===== src/rtl/seq_mul_pkg.sv =====
// Shared types and helpers for the sequential shift-and-add multiplier.
//   state_t   : controller state encoding (IDLE, CALC, DONE)
//   cnt_width : width of the step counter for a given multiplier width
package seq_mul_pkg;

    typedef enum logic [1:0] {
        IDLE = 2'd0,
        CALC = 2'd1,
        DONE = 2'd2
    } state_t;

    // clog2(n), never less than one bit so the counter always exists
    function automatic int unsigned cnt_width(input int unsigned n);
        return (n <= 2) ? 1 : $clog2(n);
    endfunction

endpackage


===== src/rtl/seq_shift_add_mul_step.sv =====
// One shift-and-add step of the multiplier, purely combinational.
// Optional feature macro: SEQ_SHIFT_ADD_MUL_SIGNED_EN (two's complement
// operation: the final step subtracts the weighted multiplicand).
// Ports:
//   acc      : accumulator before this step
//   mcand    : multiplicand, already extended to product width
//   mbit     : multiplier bit selected for this step
//   index    : step number, used as the shift amount
//   last     : high on the final step (sign-bit weight in signed mode)
//   acc_next : accumulator after this step
module mul_step #(
    parameter int unsigned P_W = 7,
    parameter int unsigned CW  = 2
) (
    input  logic [P_W-1:0] acc,
    input  logic [P_W-1:0] mcand,
    input  logic           mbit,
    input  logic [CW-1:0]  index,
    input  logic           last,
    output logic [P_W-1:0] acc_next
);

    logic [P_W-1:0] term;

    assign term = mcand << index;

`ifdef SEQ_SHIFT_ADD_MUL_SIGNED_EN
    // The multiplier MSB carries weight -2^(B_W-1), so its partial product is subtracted
    always_comb begin
        acc_next = acc;
        if (mbit) begin
            acc_next = last ? (acc - term) : (acc + term);
        end
    end
`else
    logic unused_last;

    assign unused_last = last;

    always_comb begin
        acc_next = acc;
        if (mbit) begin
            acc_next = acc + term;
        end
    end
`endif

endmodule


===== src/rtl/seq_shift_add_mul.sv =====
// Sequential shift-and-add multiplier: one partial product per clock,
// operands in and product out on valid/ready handshakes.
// Optional feature macro: SEQ_SHIFT_ADD_MUL_SIGNED_EN (signed operands/result).
// Ports:
//   clk, rst             : clock (rising edge), async active-high reset
//   in_valid / in_ready  : operand handshake (a, b)
//   a, b                 : multiplicand (A_W), multiplier (B_W)
//   out_valid / out_ready: result handshake
//   res                  : product (A_W+B_W), held until next completion
//   busy                 : operation in progress or awaiting delivery
module seq_shift_add_mul
    import seq_mul_pkg::*;
#(
    parameter int unsigned A_W = 4,
    parameter int unsigned B_W = 3
) (
    input  logic               clk,
    input  logic               rst,
    input  logic               in_valid,
    output logic               in_ready,
    input  logic [A_W-1:0]     a,
    input  logic [B_W-1:0]     b,
    output logic               out_valid,
    input  logic               out_ready,
    output logic [A_W+B_W-1:0] res,
    output logic               busy
);

    localparam int unsigned P_W = A_W + B_W;
    localparam int unsigned CW  = cnt_width(B_W);

    state_t         state, state_n;
    logic [P_W-1:0] mcand, mcand_n;
    logic [B_W-1:0] mplier, mplier_n;
    logic [P_W-1:0] acc, acc_n;
    logic [CW-1:0]  cnt, cnt_n;
    logic [P_W-1:0] res_q, res_n;
    logic           out_valid_q, out_valid_n;
    logic           busy_q, busy_n;
    logic [P_W-1:0] step_acc;
    logic           last;

    assign last = (cnt == CW'(B_W - 1));

    mul_step #(
        .P_W (P_W),
        .CW  (CW)
    ) u_step (
        .acc      (acc),
        .mcand    (mcand),
        .mbit     (mplier[cnt]),
        .index    (cnt),
        .last     (last),
        .acc_next (step_acc)
    );

    // Next-state and datapath update
    always_comb begin
        state_n     = state;
        mcand_n     = mcand;
        mplier_n    = mplier;
        acc_n       = acc;
        cnt_n       = cnt;
        res_n       = res_q;
        out_valid_n = out_valid_q;
        busy_n      = busy_q;
        case (state)
            IDLE: begin
                if (in_valid) begin
`ifdef SEQ_SHIFT_ADD_MUL_SIGNED_EN
                    mcand_n = {{B_W{a[A_W-1]}}, a};
`else
                    mcand_n = {{B_W{1'b0}}, a};
`endif
                    mplier_n = b;
                    acc_n    = '0;
                    cnt_n    = '0;
                    busy_n   = 1'b1;
                    state_n  = CALC;
                end
            end
            CALC: begin
                acc_n = step_acc;
                cnt_n = cnt + CW'(1);
                if (last) begin
                    res_n       = step_acc;
                    out_valid_n = 1'b1;
                    state_n     = DONE;
                end
            end
            DONE: begin
                if (out_ready) begin
                    out_valid_n = 1'b0;
                    busy_n      = 1'b0;
                    state_n     = IDLE;
                end
            end
            default: begin
                state_n     = IDLE;
                out_valid_n = 1'b0;
                busy_n      = 1'b0;
            end
        endcase
    end

    // State and datapath registers
    always_ff @(posedge clk or posedge rst) begin
        if (rst) begin
            state       <= IDLE;
            mcand       <= '0;
            mplier      <= '0;
            acc         <= '0;
            cnt         <= '0;
            res_q       <= '0;
            out_valid_q <= 1'b0;
            busy_q      <= 1'b0;
        end else begin
            state       <= state_n;
            mcand       <= mcand_n;
            mplier      <= mplier_n;
            acc         <= acc_n;
            cnt         <= cnt_n;
            res_q       <= res_n;
            out_valid_q <= out_valid_n;
            busy_q      <= busy_n;
        end
    end

    // in_ready must read low while reset is held, so it is gated by rst directly
    assign in_ready  = (state == IDLE) && !rst;
    assign out_valid = out_valid_q;
    assign busy      = busy_q;
    assign res       = res_q;

endmodule


===== config.mk =====
export PLATFORM = sky130hd
export DESIGN_NAME = seq_shift_add_mul
export DESIGN_NICKNAME = d
export VERILOG_FILES = /design/src/rtl/seq_mul_pkg.sv /design/src/rtl/seq_shift_add_mul_step.sv /design/src/rtl/seq_shift_add_mul.sv
export SDC_FILE = /design/constraint.sdc
export NUM_CORES = 1
export LEC_CHECK = 0
export CORE_UTILIZATION = 50
export DETAILED_ROUTE_END_ITERATION = 10
export PLACE_DENSITY_LB_ADDON = 0.15
export REMOVE_ABC_BUFFERS = 1
export SYNTH_ARGS = -nofsm -noshare
export SYNTH_HDL_FRONTEND = slang
export SYNTH_HIERARCHICAL = 1
export SYNTH_SLANG_ARGS = --single-unit

===== constraint.sdc =====
create_clock -name clk -period 4.1 [get_ports clk]
set_clock_uncertainty 0.05 [all_clocks]
set_input_delay 1.025 -clock clk [delete_from_list [all_inputs] [get_ports clk]]
set_output_delay 1.025 -clock clk [all_outputs]
set_load 0.01 [all_outputs]

# Word-level counts from Yosys, hierarchy flattened
# Index checks and enable logic that the tools add are counted.
dict set report classes {
  div 0
  n_bitwise 2
  n_mux 16
  shift 1
  n_lt_le_gt_ge 1
  n_addsub 2
  n_reduce_logical 10
  mul 0
  eq_ne 6
}
# op n
set ops {}
lappend ops {{2-to-1 mux 7 bit} 2}
lappend ops {{one-hot mux 7 bit (2 select lines)} 1}
lappend ops {{AND reduction 3 bit} 3}
lappend ops {{2-to-1 mux 2 bit} 4}
lappend ops {{adder 7 bit} 1}
lappend ops {{left shift 4 x 2 -> 7 bit} 1}
lappend ops {{inequality test 2 bit, second input constant} 3}
lappend ops {{one-hot mux 1 bit (3 select lines)} 2}
lappend ops {{one-hot mux 2 bit (3 select lines)} 1}
lappend ops {{AND reduction 2 bit} 3}
lappend ops {{== test 2 bit, second input constant} 2}
lappend ops {{2-to-1 mux 1 bit} 4}
lappend ops {{one-hot mux 2 bit (2 select lines)} 1}
lappend ops {{less-than comparator 2 x 3 -> 1 bit, second input constant} 1}
lappend ops {{adder 2 x 1 -> 2 bit, second input constant} 1}
lappend ops {{binary-select mux 1 bit (select 2 bit)} 1}
lappend ops {{== test 2 x 1 -> 1 bit, second input constant} 1}
lappend ops {{logical NOT 2 bit} 1}
lappend ops {{inverter 1 bit} 2}
lappend ops {{nonzero test 2 bit} 1}
lappend ops {{logical AND 1 bit} 1}
lappend ops {{logical NOT 1 bit} 1}
dict set report totals {
  regBits 27
  romBits 0
  n_memories 0
  ramBits 0
  latch_bits 0
}

# Depth between registers and ports, before layout
dict set report depth {
  ltp_word 4
  mapped_depth 10
  depth_no_buf 9
}

# Cells and area by module
# Netlist, hierarchy kept.
# mod seq_area_each_um2 area_each_um2 instances cells_each
set by_module_without_submodules {}
lappend by_module_without_submodules {seq_shift_add_mul 675.6 1152.4 1 79}
lappend by_module_without_submodules {mul_step 0.0 500.5 1 60}

# Least setup slack after synthesis
# Ideal clock, no wire load.
dict set report synth_path {
  path_type {register to register}
  start {reg cnt[1]}
  end {reg res_q[6] (netlist: res[6])}
  setup_time_ns 0.125
  arrival_ns 2.477
  required_time_ns 3.925
  setup_slack_ns 1.448
  path_stages_with_launch 10
  synth_period_minus_slack_ns 2.652
  n_path_buf 1
  cell_sequence {dfrtp_1 clkbuf_1 nor3b_1 ha_1 fa_1 a211oi_1 nor3_1 a221oi_1 nand3_1 mux2_4}
}
dict set report synth_via {
  elab_chain_cells 3
  elab_cells_between_ends 7
  cone_classes {1 x add/sub; 1 x eq/ne; 1 x shift; 3 x mux; 1 x reduce/logical}
}
# element line
set synth_rtl {}
lappend synth_rtl {{start: declaration} seq_shift_add_mul.sv:36} ;# logic [CW-1:0] cnt, cnt_n;
lappend synth_rtl {{start signal: assignment} seq_shift_add_mul.sv:122} ;# cnt <= cnt_n;
lappend synth_rtl {{left shift 4 x 2 -> 7 bit / binary-select mux 1 bit (select 2 bit) (equally long branches)} {seq_shift_add_mul_step.sv:25, seq_shift_add_mul.sv:51}}
lappend synth_rtl {{adder 7 bit / 2-to-1 mux 1 bit (equally long branches)} {seq_shift_add_mul_step.sv:43, seq_shift_add_mul.sv:51}}
lappend synth_rtl {{2-to-1 mux 7 bit *} seq_shift_add_mul_step.sv:42} ;# if (mbit) begin
lappend synth_rtl {{via step_acc[6]} seq_shift_add_mul.sv:40} ;# logic [P_W-1:0] step_acc;
lappend synth_rtl {{end signal: assignment} seq_shift_add_mul.sv:123} ;# res_q <= res_n;
lappend synth_rtl {{end: declaration} seq_shift_add_mul.sv:37} ;# logic [P_W-1:0] res_q, res_n;
# The timed path passes the listed nets; every way through them passes the cells marked *. The select of a mux whose other input is x is not followed.
# A chain may end at the register's enable or synchronous reset.

# Worst setup path after layout
dict set report layout_path {
  start {in rst}
  end {out in_ready}
}
dict set report layout_via {
  elab_chain_cells 2
}
# element line
set layout_rtl {}
lappend layout_rtl {{start: declaration} seq_shift_add_mul.sv:18} ;# input logic rst,
lappend layout_rtl {{logical NOT 1 bit} seq_shift_add_mul.sv:130} ;# assign in_ready = (state == IDLE) && !rst;
lappend layout_rtl {{logical AND 1 bit} seq_shift_add_mul.sv:130}
lappend layout_rtl {{end: declaration} seq_shift_add_mul.sv:20} ;# output logic in_ready,
# Every way passes these cells.

==> results.toml <==
[setup_path]
required_ns = 3.02
critPathSlowestCell = "clkdlybuf4s50_1"
crit_path_start = "rst"
regToRegStartpoint = "cnt[0]"
path_cells = "clkdlybuf4s50_1, nor3_1, clkdlybuf4s50_1"
slowest_delay_ns = 0.56
crit_path_max_fanout = 2
critPathLaunchType = "input pin"
cp_top_family = "buffers and inverters"
crit_top_cell = "clkdlybuf4s50_1"
crit_buf_inv = 2
crit_path_end_kind = "primary output"
arrival_ns = 2.14
crit_type = "input pin to primary output"

[timing]
slew_headroom_pct = 32.84
fin_crit_sh_pct = 78.39
worst_pin_slew_ns = 1.006
max_freq_ghz = 0.3111
period_needed_ns = 3.214
fin_setup_tns_ns = 0
grt_setup_unrepaired = "false"
drv_slew = 0
hold_viol = 0
setup_viol = 0

[logic_synthesis]
synth_top_area_share_pct = 40.88
synth_edf_count = 0
synth-main-ff-cell = "dfrtp_1"
yosysSeqAreaShare_pct = 40.88
ys.warnings.count = 6
yosys-top-cells-area = "dfrtp_1 (41%), mux2_2 (8.2%), mux2_4 (6.4%)"
yosysMostFrequentCell = "dfrtp_1"
synthArstFlopShare_pct = 100.0
yosys.area.top_type = "dfrtp_1"
yosys-top-cells-count = "dfrtp_1 (27), mux2_2 (12), a21oi_1 (9)"
synthCells = 139
syn_avg_cell_area_sq_um = 11.89
ys_ff_latch = 27
synth_cell_type_count = 39
netlist_area_sq_mm = 0.001653

[drt]
post-route-drc-count = 0
viasPerCell = 5.647
drtAntennaViolNets = 0
wl_per_cell_microns = 15.54
drtIter0Drc = 33
wl_microns = 3216
first_pass_iters = 4
vias = 1169

[pwr]
vdd_drop_max_mv = 0.4607
cellPowerDensity_mw_per_mm2 = 897.7
cellLeakagePower_nw = 0.8564

[global_routing]
globalRouteOverflowTotal = 0
grt_max_degree = 28
first_global_vias = 1193
grt_pass1_wl_microns = 5382
grt.total_usage_pct = 20.92
antenna_found_initial = 0

[floorplanning]
io_pins = 21
die_width_microns = 59.50
dieArea_sq_mm = 0.003540
core_area_sq_mm = 0.003103
core.rowCount = 20
initial_core_util_pct = 53.27
fp.dieH_microns = 59.50

[finish]
stdcell_area_sq_mm = 0.001913
nFillCells = 290
antenna_cells = 0
fin_nets = 183
area_growth_pct = 15.75
layout-drive-gt1-share_pct = 23.31

[hold_path]
worst_hold_startpoint = "res[6]"
hp-class = "flip-flop to flip-flop"

[clock_tree]
cts_setup_buffers = 0
cts_hold_buf = 0
cts.sinks = 27
insertion_delay_ns = 0.33
cts-root-buf = "clkbuf_4"
htreeDepth = 1
clk_pin_slew_ns = 0.15
cts_buffer_depth = 2
ctsResizeCount = 0
cts_inserted_buffers = 3
cts_tree = "built"

[placement]
gp_congestion = 0.8030
io_buffers = 20
dp_hpwl_microns = 2367
place_area_sq_mm = 0.001886

[status]
status = "finished, final reports clean"

[run]
cap_viol_max_count = 0
-- worst register-to-register path, stage by stage, from the launching register on --
cell      delay [ns]
dfrtp_1         0.65
mux2i_1         0.29
nor2_1          0.12
fa_1            0.48
a211oi_1        0.53
nor3_1          0.14
a221oi_1        0.33
nand3_1         0.16
mux2_4          0.29
-- placed cells by master, fill, tap and decap left out, types with 2 or more instances in the layout --
cell type | netlist | routed
a21oi_1 | 9 | 9
a21o_1 | 2 | 2
clkbuf_4 | 0 | 3
nand2b_1 | 2 | 2
nor2_1 | 5 | 5
mux2_4 | 7 | 7
o2111ai_1 | 2 | 2
o21ai_0 | 4 | 4
conb_1 | 1 | 6
xnor2_1 | 3 | 3
dfrtp_1 | 27 | 27
o211ai_1 | 2 | 2
and2b_2 | 2 | 2
a211oi_1 | 3 | 3
nor3_1 | 4 | 4
mux2_2 | 12 | 12
o2bb2ai_1 | 2 | 2
ha_1 | 7 | 7
nand2_1 | 6 | 6
inv_1 | 7 | 7
a22o_2 | 7 | 7
mux2i_1 | 4 | 4
clkdlybuf4s50_1 | 0 | 20
-- per-stage QoR --
step           util (%)  setup WS (ns)  hold WS (ns)  power (mW)  std cells
2_1_floorplan         -          1.480        0.4300       1.309        139
3_3_place_gp      60.77         0.9047        0.4368       1.531        203
3_5_place_dp      60.77         0.8776        0.4413       1.589        203
4_1_cts           61.65         0.8764        0.4775       1.717        207
5_1_grt           61.65         0.7937        0.4888       1.847        207
6_report          61.65         0.8861        0.4746       1.717        207
-- power by group --
group | total [mW] | internal (mW) | switching [mW]
registers | 0.535 | 0.390 | 0.144
clock network | 0.118 | 0.0367 | 0.0817
logic | 1.06 | 0.564 | 0.500
total | 1.72 | 0.991 | 0.726
-- registers in the layout (all words and copies together), names as in the netlist --
name and cells:
busy 1, acc 7, res 7, out_valid 1
state 2, cnt 2, mplier 3, mcand 4
-- layer usage --
metal  global-route usage (%)  share of wire (%)  vias up  wire [microns]
met5                        0                  0        -               0
met4                    6.977                1.1        0              36
met3                    4.585                3.1        4             101
met2                    38.36                 54       25            1723
met1                    23.88                 42      577            1354
li1                         -                  -      563               -
-- cells by family after synthesis --
| logic type | synth area share [%] |
|---|---|
| fa+ha+maj | 6.510 |
| simple gates | 10.83 |
| xor+xnor | 1.590 |
| compound gates | 15.97 |
| other cells | 0.2269 |
| mux | 19.91 |
| flops | 40.88 |
| buf+inv | 4.088 |
-- worst paths after layout --
check	to	slack, ns	cells after the start
max in group asynchronous	res[4]	2.19	2
setup reg to reg	res[6]	0.97	8
setup / recovery	in_ready	0.89	3
hold reg to reg	res[6]	0.47	1
hold / removal	res[6]	0.47	1
min in group asynchronous	res[3]	1.21	2
-- cell type report --
class / instances / area [sq um] / share of cell area (%)
Clock inverter: 1 / 5.005 / 0.2616
Timing Repair Buffer: 20 / 200.2 / 10.46
Tap cell: 44 / 55.05 / 2.878
Sequential cell: 27 / 675.6 / 35.32
Inverter: 7 / 26.28 / 1.373
Multi-Input combinational cell: 105 / 928.4 / 48.53
Clock buffer: 3 / 22.52 / 1.177
(Power assumes the default switching activity.)
